==> src/rtl/load_store_unit.sv <==
// load_store_unit: bridges the execute stage to a word-only data memory.
// Byte/half/word loads and stores (RISC-V funct3 encoding) become aligned
// 32-bit accesses. Sub-word loads are lane-extracted and sign/zero-extended.
// Sub-word stores use a read-modify-write. Misaligned or illegal requests
// are answered with rsp_err and make no memory access.
// Optional feature macro: LSU_PERF_CNT_EN adds the perf_loads, perf_stores
// and perf_errs completion counters.
module load_store_unit #(
    parameter int ADDR_W = 32,
    parameter int DATA_W = 32
) (
    input  logic              clk,
    input  logic              reset,
    input  logic              req_valid,
    output logic              req_ready,
    input  logic              req_write,
    input  logic [2:0]        req_funct3,
    input  logic [ADDR_W-1:0] req_addr,
    input  logic [DATA_W-1:0] req_wdata,
    output logic              rsp_valid,
    output logic [DATA_W-1:0] rsp_rdata,
    output logic              rsp_err,
    output logic [ADDR_W-1:0] mem_addr,
    output logic [DATA_W-1:0] mem_din,
    output logic              mem_read,
    output logic              mem_write,
    input  logic [DATA_W-1:0] mem_dout
`ifdef LSU_PERF_CNT_EN
    ,
    output logic [31:0]       perf_loads,
    output logic [31:0]       perf_stores,
    output logic [31:0]       perf_errs
`endif
);

    typedef enum logic [2:0] {
        S_IDLE   = 3'd0,
        S_LOAD   = 3'd1,
        S_RMW_RD = 3'd2,
        S_WRITE  = 3'd3,
        S_RESP   = 3'd4
    } state_t;

    state_t            state_r;
    logic [2:0]        funct3_r;
    logic [1:0]        lane_r;
    logic [DATA_W-1:0] wdata_r;
    logic              rsp_valid_r;
    logic [DATA_W-1:0] rsp_rdata_r;
    logic              rsp_err_r;
    logic [ADDR_W-1:0] mem_addr_r;
    logic [DATA_W-1:0] mem_din_r;
    logic              mem_read_r;
    logic              mem_write_r;
`ifdef LSU_PERF_CNT_EN
    logic              write_r;
`endif

    logic              accept_s;
    logic              req_bad_s;

    // A request is bad when funct3 is not a legal encoding for its
    // direction or when the address is not aligned to the access size.
    function automatic logic req_is_bad(input logic wr, input logic [2:0] f3,
                                        input logic [1:0] a);
        logic bad;
        case (f3)
            3'b000:         bad = 1'b0;
            3'b001:         bad = a[0];
            3'b010:         bad = (a != 2'b00);
            3'b100, 3'b101: bad = wr | (f3[0] & a[0]);
            default:        bad = 1'b1;
        endcase
        return bad;
    endfunction

    // Select the addressed lane of a memory word and extend it to 32 bits.
    function automatic logic [31:0] load_extend(input logic [2:0] f3,
                                                input logic [1:0] lane,
                                                input logic [31:0] word);
        logic [31:0] sh;
        logic [31:0] res;
        sh = word >> {lane, 3'b000};
        case (f3)
            3'b000:  res = {{24{sh[7]}}, sh[7:0]};
            3'b100:  res = {24'h000000, sh[7:0]};
            3'b001:  res = {{16{sh[15]}}, sh[15:0]};
            3'b101:  res = {16'h0000, sh[15:0]};
            default: res = word;
        endcase
        return res;
    endfunction

    // Overlay the store data onto the old memory word at the addressed lane.
    function automatic logic [31:0] store_merge(input logic [1:0] size,
                                                input logic [1:0] lane,
                                                input logic [31:0] old_word,
                                                input logic [31:0] wd);
        logic [31:0] m;
        m = old_word;
        case (size)
            2'b00:   m[{lane, 3'b000} +: 8]     = wd[7:0];
            2'b01:   m[{lane[1], 4'b0000} +: 16] = wd[15:0];
            default: m = wd;
        endcase
        return m;
    endfunction

    // Acceptance and request legality, decoded straight from the inputs.
    always_comb begin
        accept_s  = req_valid & (state_r == S_IDLE);
        req_bad_s = req_is_bad(req_write, req_funct3, req_addr[1:0]);
    end

    assign req_ready = (state_r == S_IDLE);
    assign rsp_valid = rsp_valid_r;
    assign rsp_rdata = rsp_rdata_r;
    assign rsp_err   = rsp_err_r;
    assign mem_addr  = mem_addr_r;
    assign mem_din   = mem_din_r;
    assign mem_read  = mem_read_r;
    // The write strobe is cut by reset in the same cycle, so an in-flight
    // store can never be committed once reset is raised.
    assign mem_write = mem_write_r & ~reset;

    // Main sequencer: state, latched request fields and registered outputs.
    always_ff @(posedge clk) begin
        if (reset) begin
            state_r     <= S_IDLE;
            funct3_r    <= 3'b000;
            lane_r      <= 2'b00;
            wdata_r     <= '0;
            rsp_valid_r <= 1'b0;
            rsp_rdata_r <= '0;
            rsp_err_r   <= 1'b0;
            mem_addr_r  <= '0;
            mem_din_r   <= '0;
            mem_read_r  <= 1'b0;
            mem_write_r <= 1'b0;
`ifdef LSU_PERF_CNT_EN
            write_r     <= 1'b0;
`endif
        end else begin
            rsp_valid_r <= 1'b0;
            mem_read_r  <= 1'b0;
            mem_write_r <= 1'b0;
            case (state_r)
                S_IDLE: begin
                    if (accept_s) begin
                        funct3_r   <= req_funct3;
                        lane_r     <= req_addr[1:0];
                        wdata_r    <= req_wdata;
                        mem_addr_r <= {req_addr[ADDR_W-1:2], 2'b00};
`ifdef LSU_PERF_CNT_EN
                        write_r    <= req_write;
`endif
                        if (req_bad_s) begin
                            state_r     <= S_RESP;
                            rsp_valid_r <= 1'b1;
                            rsp_err_r   <= 1'b1;
                            rsp_rdata_r <= '0;
                        end else if (!req_write) begin
                            state_r    <= S_LOAD;
                            mem_read_r <= 1'b1;
                        end else if (req_funct3[1:0] == 2'b10) begin
                            state_r     <= S_WRITE;
                            mem_write_r <= 1'b1;
                            mem_din_r   <= req_wdata;
                        end else begin
                            state_r    <= S_RMW_RD;
                            mem_read_r <= 1'b1;
                        end
                    end
                end
                S_LOAD: begin
                    rsp_rdata_r <= load_extend(funct3_r, lane_r, mem_dout);
                    rsp_err_r   <= 1'b0;
                    rsp_valid_r <= 1'b1;
                    state_r     <= S_RESP;
                end
                S_RMW_RD: begin
                    mem_din_r   <= store_merge(funct3_r[1:0], lane_r, mem_dout, wdata_r);
                    mem_write_r <= 1'b1;
                    state_r     <= S_WRITE;
                end
                S_WRITE: begin
                    rsp_rdata_r <= '0;
                    rsp_err_r   <= 1'b0;
                    rsp_valid_r <= 1'b1;
                    state_r     <= S_RESP;
                end
                S_RESP: begin
                    rsp_rdata_r <= '0;
                    rsp_err_r   <= 1'b0;
                    state_r     <= S_IDLE;
                end
                default: begin
                    state_r <= S_IDLE;
                end
            endcase
        end
    end

`ifdef LSU_PERF_CNT_EN
    // Completion counters, bumped once per request in its response cycle;
    // an error is counted as an error regardless of direction.
    always_ff @(posedge clk) begin
        if (reset) begin
            perf_loads  <= 32'd0;
            perf_stores <= 32'd0;
            perf_errs   <= 32'd0;
        end else if (state_r == S_RESP) begin
            if (rsp_err_r) begin
                perf_errs <= perf_errs + 32'd1;
            end else if (write_r) begin
                perf_stores <= perf_stores + 32'd1;
            end else begin
                perf_loads <= perf_loads + 32'd1;
            end
        end
    end
`endif

endmodule

==> config.mk <==
export PLATFORM = sky130hd
export DESIGN_NAME = load_store_unit
export DESIGN_NICKNAME = d
export VERILOG_FILES = /design/src/rtl/load_store_unit.sv
export SDC_FILE = /design/constraint.sdc
export NUM_CORES = 1
export LEC_CHECK = 0
export ABC_AREA = 1
export CORE_MARGIN = 10
export CORE_UTILIZATION = 47
export CTS_CLUSTER_SIZE = 10
export DETAILED_ROUTE_END_ITERATION = 16
export HOLD_SLACK_MARGIN = 0.12
export PLACE_DENSITY_LB_ADDON = 0.1
export SLEW_MARGIN = 5
export SYNTH_ARGS = -nofsm -noshare
export SYNTH_HDL_FRONTEND = slang
export SYNTH_SLANG_ARGS = --single-unit
==> constraint.sdc <==
create_clock -name clk -period 2.61 [get_ports clk]
set_input_delay 0.3915 -clock clk [delete_from_list [all_inputs] [get_ports clk]]
set_output_delay 0.3915 -clock clk [all_outputs]
set_load 0.01 [all_outputs]
# ---- After elaboration in Yosys (flattened, before gate mapping)
# Index checks and enable logic that the tools add are counted.
dict set report word_totals {
  out_inout_bits 101
  mem_bits_ro 0
  wordCells 91
  register_bits 138
  inputBits 103
  ramBits 0
  memories 0
  latchBits 0
}
dict set report op_classes {
  n_mul 0
  bitwise 7
  n_addsub 2
  n_div 0
  n_eq_ne 18
  reduce_logical 17
  n_shift 5
  n_mux 31
  n_lt_le_gt_ge 0
}
# op n
set op_table {}
lappend op_table {{$mux 32} 6}
lappend op_table {{$pmux 32 s2} 2}
lappend op_table {{$pmux 32 s4} 1}
lappend op_table {{$pmux 32 s3} 1}
lappend op_table {{$bwmux 32} 2}
lappend op_table {{$shift 16x7->32 const A} 1}
lappend op_table {{$shift 8x7->32 const A} 1}
lappend op_table {{$shiftx 16x7->32} 1}
lappend op_table {{$shiftx 8x7->32} 1}
lappend op_table {{$shr 32x5->16} 1}
lappend op_table {{$eq 3x3->1 const B} 5}
lappend op_table {{$neg 5->7} 2}
lappend op_table {{$mux 1} 11}
lappend op_table {{$eq 3x1->1 const B} 3}
lappend op_table {{$eq 3x2->1 const B} 3}
lappend op_table {{$logic_not 3->1} 3}
lappend op_table {{$pmux 3 s3} 1}
lappend op_table {{$ne 2x1->1 const B} 4}
lappend op_table {{$mux 3} 2}
lappend op_table {{$pmux 1 s2} 3}
lappend op_table {{$reduce_and 3->1} 2}
lappend op_table {{$reduce_bool 2->1} 3}
lappend op_table {{$reduce_or 2->1} 3}
lappend op_table {{$reduce_and 5->1} 1}
lappend op_table {{other kinds (13)} 17}

# ---- Logic depth before layout (Yosys ltp)
dict set report logic_depth {
  ltp_word 6
  mapped_depth 13
  mapped_depth_nobuf 11
}

# ---- Worst setup path before layout
# No wires, ideal clock.
dict set report synth_path {
  path_kind {register to register}
  start {register lane_r[0]}
  end {register mem_din_r[14] (netlist: mem_din[14])}
  arrival_time_ns 1.812
  slack_ns 0.733
  path_stages_with_launch 12
  setup_ns 0.064
  n_path_buf 3
  path_cell_list {dfxtp_1 > buf_2 > inv_4 > buf_2 > ha_1 > clkbuf_1 > inv_1 > o21ai_0 > nand2_1 > nand2_1 > a21oi_1 > nor2_1}
}
dict set report synth_between {
  elab_chain_len 5
  elab_cells_between_ends 6
  cone_classes {add/sub: 1; shift: 2; mux: 3}
}
# item line_no
set synth_rtl {}
lappend synth_rtl {{from (decl)} 46} ;# logic [1:0] lane_r;
lappend synth_rtl {{from (signal assigned)} 151} ;# lane_r <= req_addr[1:0];
lappend synth_rtl {{$neg 5->7 *} 102} ;# 2'b00: m[{lane, 3'b000} +: 8] = wd[7:0];
lappend synth_rtl {{$shiftx 8x7->32 / $shift 8x7->32 (equally long branches)} 102}
lappend synth_rtl {{$bwmux 32 *} 102}
lappend synth_rtl {{$pmux 32 s2 *} 101} ;# case (size)
lappend synth_rtl {{$pmux 32 s2 *} 147} ;# case (state_r)
lappend synth_rtl {{to (signal assigned)} 168} ;# mem_din_r <= req_wdata;
lappend synth_rtl {{to (signal assigned)} 182} ;# mem_din_r <= store_merge(funct3_r[1:0], lane_r, mem_dout, wdata_r);
lappend synth_rtl {{to (decl)} 52} ;# logic [DATA_W-1:0] mem_din_r;
# Mark *: on every way between the ends. The rest lies on a longest branch, timed or not.
# A chain may end at the register's enable or synchronous reset.

# ---- Final worst setup path
dict set report layout_path {
  start {register state_r[1]}
  end {output port req_ready}
}
dict set report layout_between {
  elab_chain_len 1
}
# item line_no
set layout_rtl {}
lappend layout_rtl {{from (decl)} 44} ;# state_t state_r;
lappend layout_rtl {{from (signal assigned)} 129} ;# state_r <= S_IDLE;
lappend layout_rtl {{from (signal assigned)} 158} ;# state_r <= S_RESP;
lappend layout_rtl {{from (signal assigned)} 163} ;# state_r <= S_LOAD;
lappend layout_rtl {{$logic_not 3->1} 115} ;# assign req_ready = (state_r == S_IDLE);
lappend layout_rtl {{to (decl)} 15} ;# output logic req_ready,
# No other way between the ends.

==> results.json <==
{
  "status": "completed",
  "stdcell_count": 1516,
  "wl_per_cell_um": 16.86,
  "hold_ws_ns": 0.4631,
  "synth_common_cells": "nand2_1, nor2_1, a21oi_1",
  "layout_min_cycle_time_ns": 2.091,
  "coreArea_mm2": 0.01537,
  "grt-ovfl-total": 0,
  "cp_max_fo": 6,
  "area_growth_pct": 35.09,
  "post-cts-setup-buffer-count": 0,
  "rsz0062_at_grt": "false",
  "ys_async_sr_fraction_pct": 0,
  "tightest_slew_ns": 0.5719,
  "fin_crit_sh_pct": 80.10,
  "dp_hpwl_um": 18810,
  "dieArea_mm2": 0.02126,
  "cts_inserted_buffers": 17,
  "clk-insertion-delay-late_ns": 0.42,
  "clock-skew-final_ns": 0.006548,
  "ant_nets": 0,
  "io_buffers": 201,
  "max_freq_ghz": 0.4783,
  "cts_resized": 0,
  "worst_path_max_delay_cell": "clkdlybuf4s50_1",
  "worstPathCellList": "inv_2 > nand2_1 > nor2_4 > clkdlybuf4s50_1",
  "yosysWarnings": 0,
  "grt_pass1_wl_um": 40350,
  "fin_nets": 1401,
  "synth_cell_type_count": 39,
  "critPathCaptureType": "output port",
  "drt-total-wl_um": 25560,
  "start_util_pct": 48.39,
  "cp.arrival_ns": 1.70,
  "synth_area_leaders": "dfxtp_1, nand2_1, nor2_1",
  "viasPerCell": 5.314,
  "seq_area_mm2": 0.002764,
  "yosys.area.top_type": "dfxtp_1",
  "drc": 0,
  "drtIter0Drc": 738,
  "via_count": 8056,
  "peakVddDrop_mv": 0.4130,
  "p_total_uw": 6255,
  "p_leak_uw": 0.004109,
  "synth-seq-area-share_pct": 37.14,
  "rows": 45,
  "grt_use_total_pct": 23.08,
  "numClockSinks": 138,
  "cap_violations": 0,
  "diodes": 0,
  "die-width_um": 145.8,
  "synth_seq_cells": 138,
  "drive_above_1_share_pct": 7.816,
  "postLayoutCoreUtil_pct": 65.37,
  "cp.required_ns": 2.22,
  "relSlewSlack_pct": 61.67,
  "multi_input_area_mm2": 0.003985,
  "cts-root-buf": "clkbuf_16",
  "report.final.slew_viol_count": 0,
  "worst-path-buf-inv": 2,
  "synth_top_area_share_pct": 37.14,
  "io_pins": 204,
  "ctsHoldBuffers": 0,
  "clkTransAtPathRegs_ns": 0.06,
  "avgSynthCellArea_um2": 6.577,
  "min_path_type": "reg2reg",
  "timing.final.setup_violations": 0,
  "synth_most_common_cell": "nand2_1",
  "dp.cells": 1485,
  "fin_setup_tns_ns": 0,
  "critPathTopFamily": "buffers and inverters",
  "synth_cells": 1131,
  "crit_path_start_kind": "flip-flop",
  "cts_max_level": 4,
  "cts_tree": "done",
  "fp.dieH_um": 145.8,
  "criticalPathCategory": "reg2out",
  "gp_congestion": 0.9520,
  "drtPass1Iterations": 6,
  "max_stage_delay_ns": 0.57,
  "clk_path_buf_depth": 2,
  "grt_max_degree": 69,
  "final_hold_viol_count": 0,
  "ys.flop_type": "dfxtp_1",
  "grt_pass1_vias": 7439,
  "fillers": 1454,
  "synth_edf_count": 0,
  "powerDensity_mw_per_mm2": 622.5,
  "antenna_found_initial": 0,
  "syn-cell-area_mm2": 0.007438
}
[logic make-up (layout without fill, tap and decap cells)]
kind of cell | after synthesis | after routing | share of synthesized area, %
compound gates | 319 | 319 | 22.72
fa+ha+maj | 5 | 5 | 0.8410
buf+inv | 145 | 318 | 9.403
flops | 138 | 138 | 37.14
other cells | 1 | 2 | 0.05041
simple gates | 523 | 523 | 29.84
[final timing paths]
path	start	endpoint	slack [ns]	cells after the start
setup / recovery	state_r[1]	req_ready	0.52	4
hold / removal	rsp_rdata[20]	rsp_rdata[20]	0.46	2
setup reg to reg	lane_r[0]	mem_din[24]	0.57	9
hold reg to reg	rsp_rdata[20]	rsp_rdata[20]	0.46	2
[worst reg2reg max path, delay by kind of cell, from the launching register on]
family,cells,cell delay (ns)
simple gates,4,0.45
compound gates,2,0.44
buf+inv,2,0.49
flops,1,0.37
fa+ha+maj,1,0.22
[layout make-up]
type / instances / share of cell area [%]
multi-input cells: 849 / 39.66
flip-flops and latches: 138 / 27.51
repair buffers: 215 / 21.57
clock buffers: 20 / 4.445
inverters: 72 / 2.739
well taps: 211 / 2.627
clock inverters: 11 / 1.457
[layout by cell type (no fill, tap or decap), types with 6 or more instances in the layout]
cell type,n
nand2_1,230
clkdlybuf4s50_1,201
nor2_1,196
a21oi_1,144
o21ai_0,138
dfxtp_1,137
inv_1,60
nand3_1,52
clkbuf_16,17
a21oi_2,13
inv_2,10
buf_4,10
nand4_1,8
nand2_2,7
o21ai_1,7
nand3_2,6
or2_2,6
a21boi_1,6
[per-layer routing]
layer | share of wire (%) | global-route usage [%] | vias to the layer above
met5 | 0 | 0 | -
met4 | 2.3 | 7.432 | 0
met3 | 9.0 | 6.613 | 47
met2 | 45 | 35.26 | 351
met1 | 44 | 30.52 | 3651
li1 | - | - | 4007
[power breakdown]
group          internal, µW  leakage (µW)  switching, µW
Combinational           573       0.00269            854
Sequential             2260       0.00113            113
Clock                  1520      0.000286            933
Total                  4350       0.00411           1900
[state kept, by name, indices dropped and copies added (netlist names)]
signal,count
mem_din,32
mem_read,1
mem_write_r,1
wdata_r,32
rsp_rdata,32
lane_r,2
funct3_r,3
rsp_valid,1
rsp_err,1
state_r,3
mem_addr,30
[metrics by stage]
stage / area [µm²] / setup slack (ns)
detailed placement: 9455 / 0.4764
global route: 10050 / 0.3836
floorplan: 7442 / 0.7334
global placement: 9455 / 0.5380
CTS: 10050 / 0.5020
finish: 10050 / 0.5193
(Power assumes the default switching activity.)
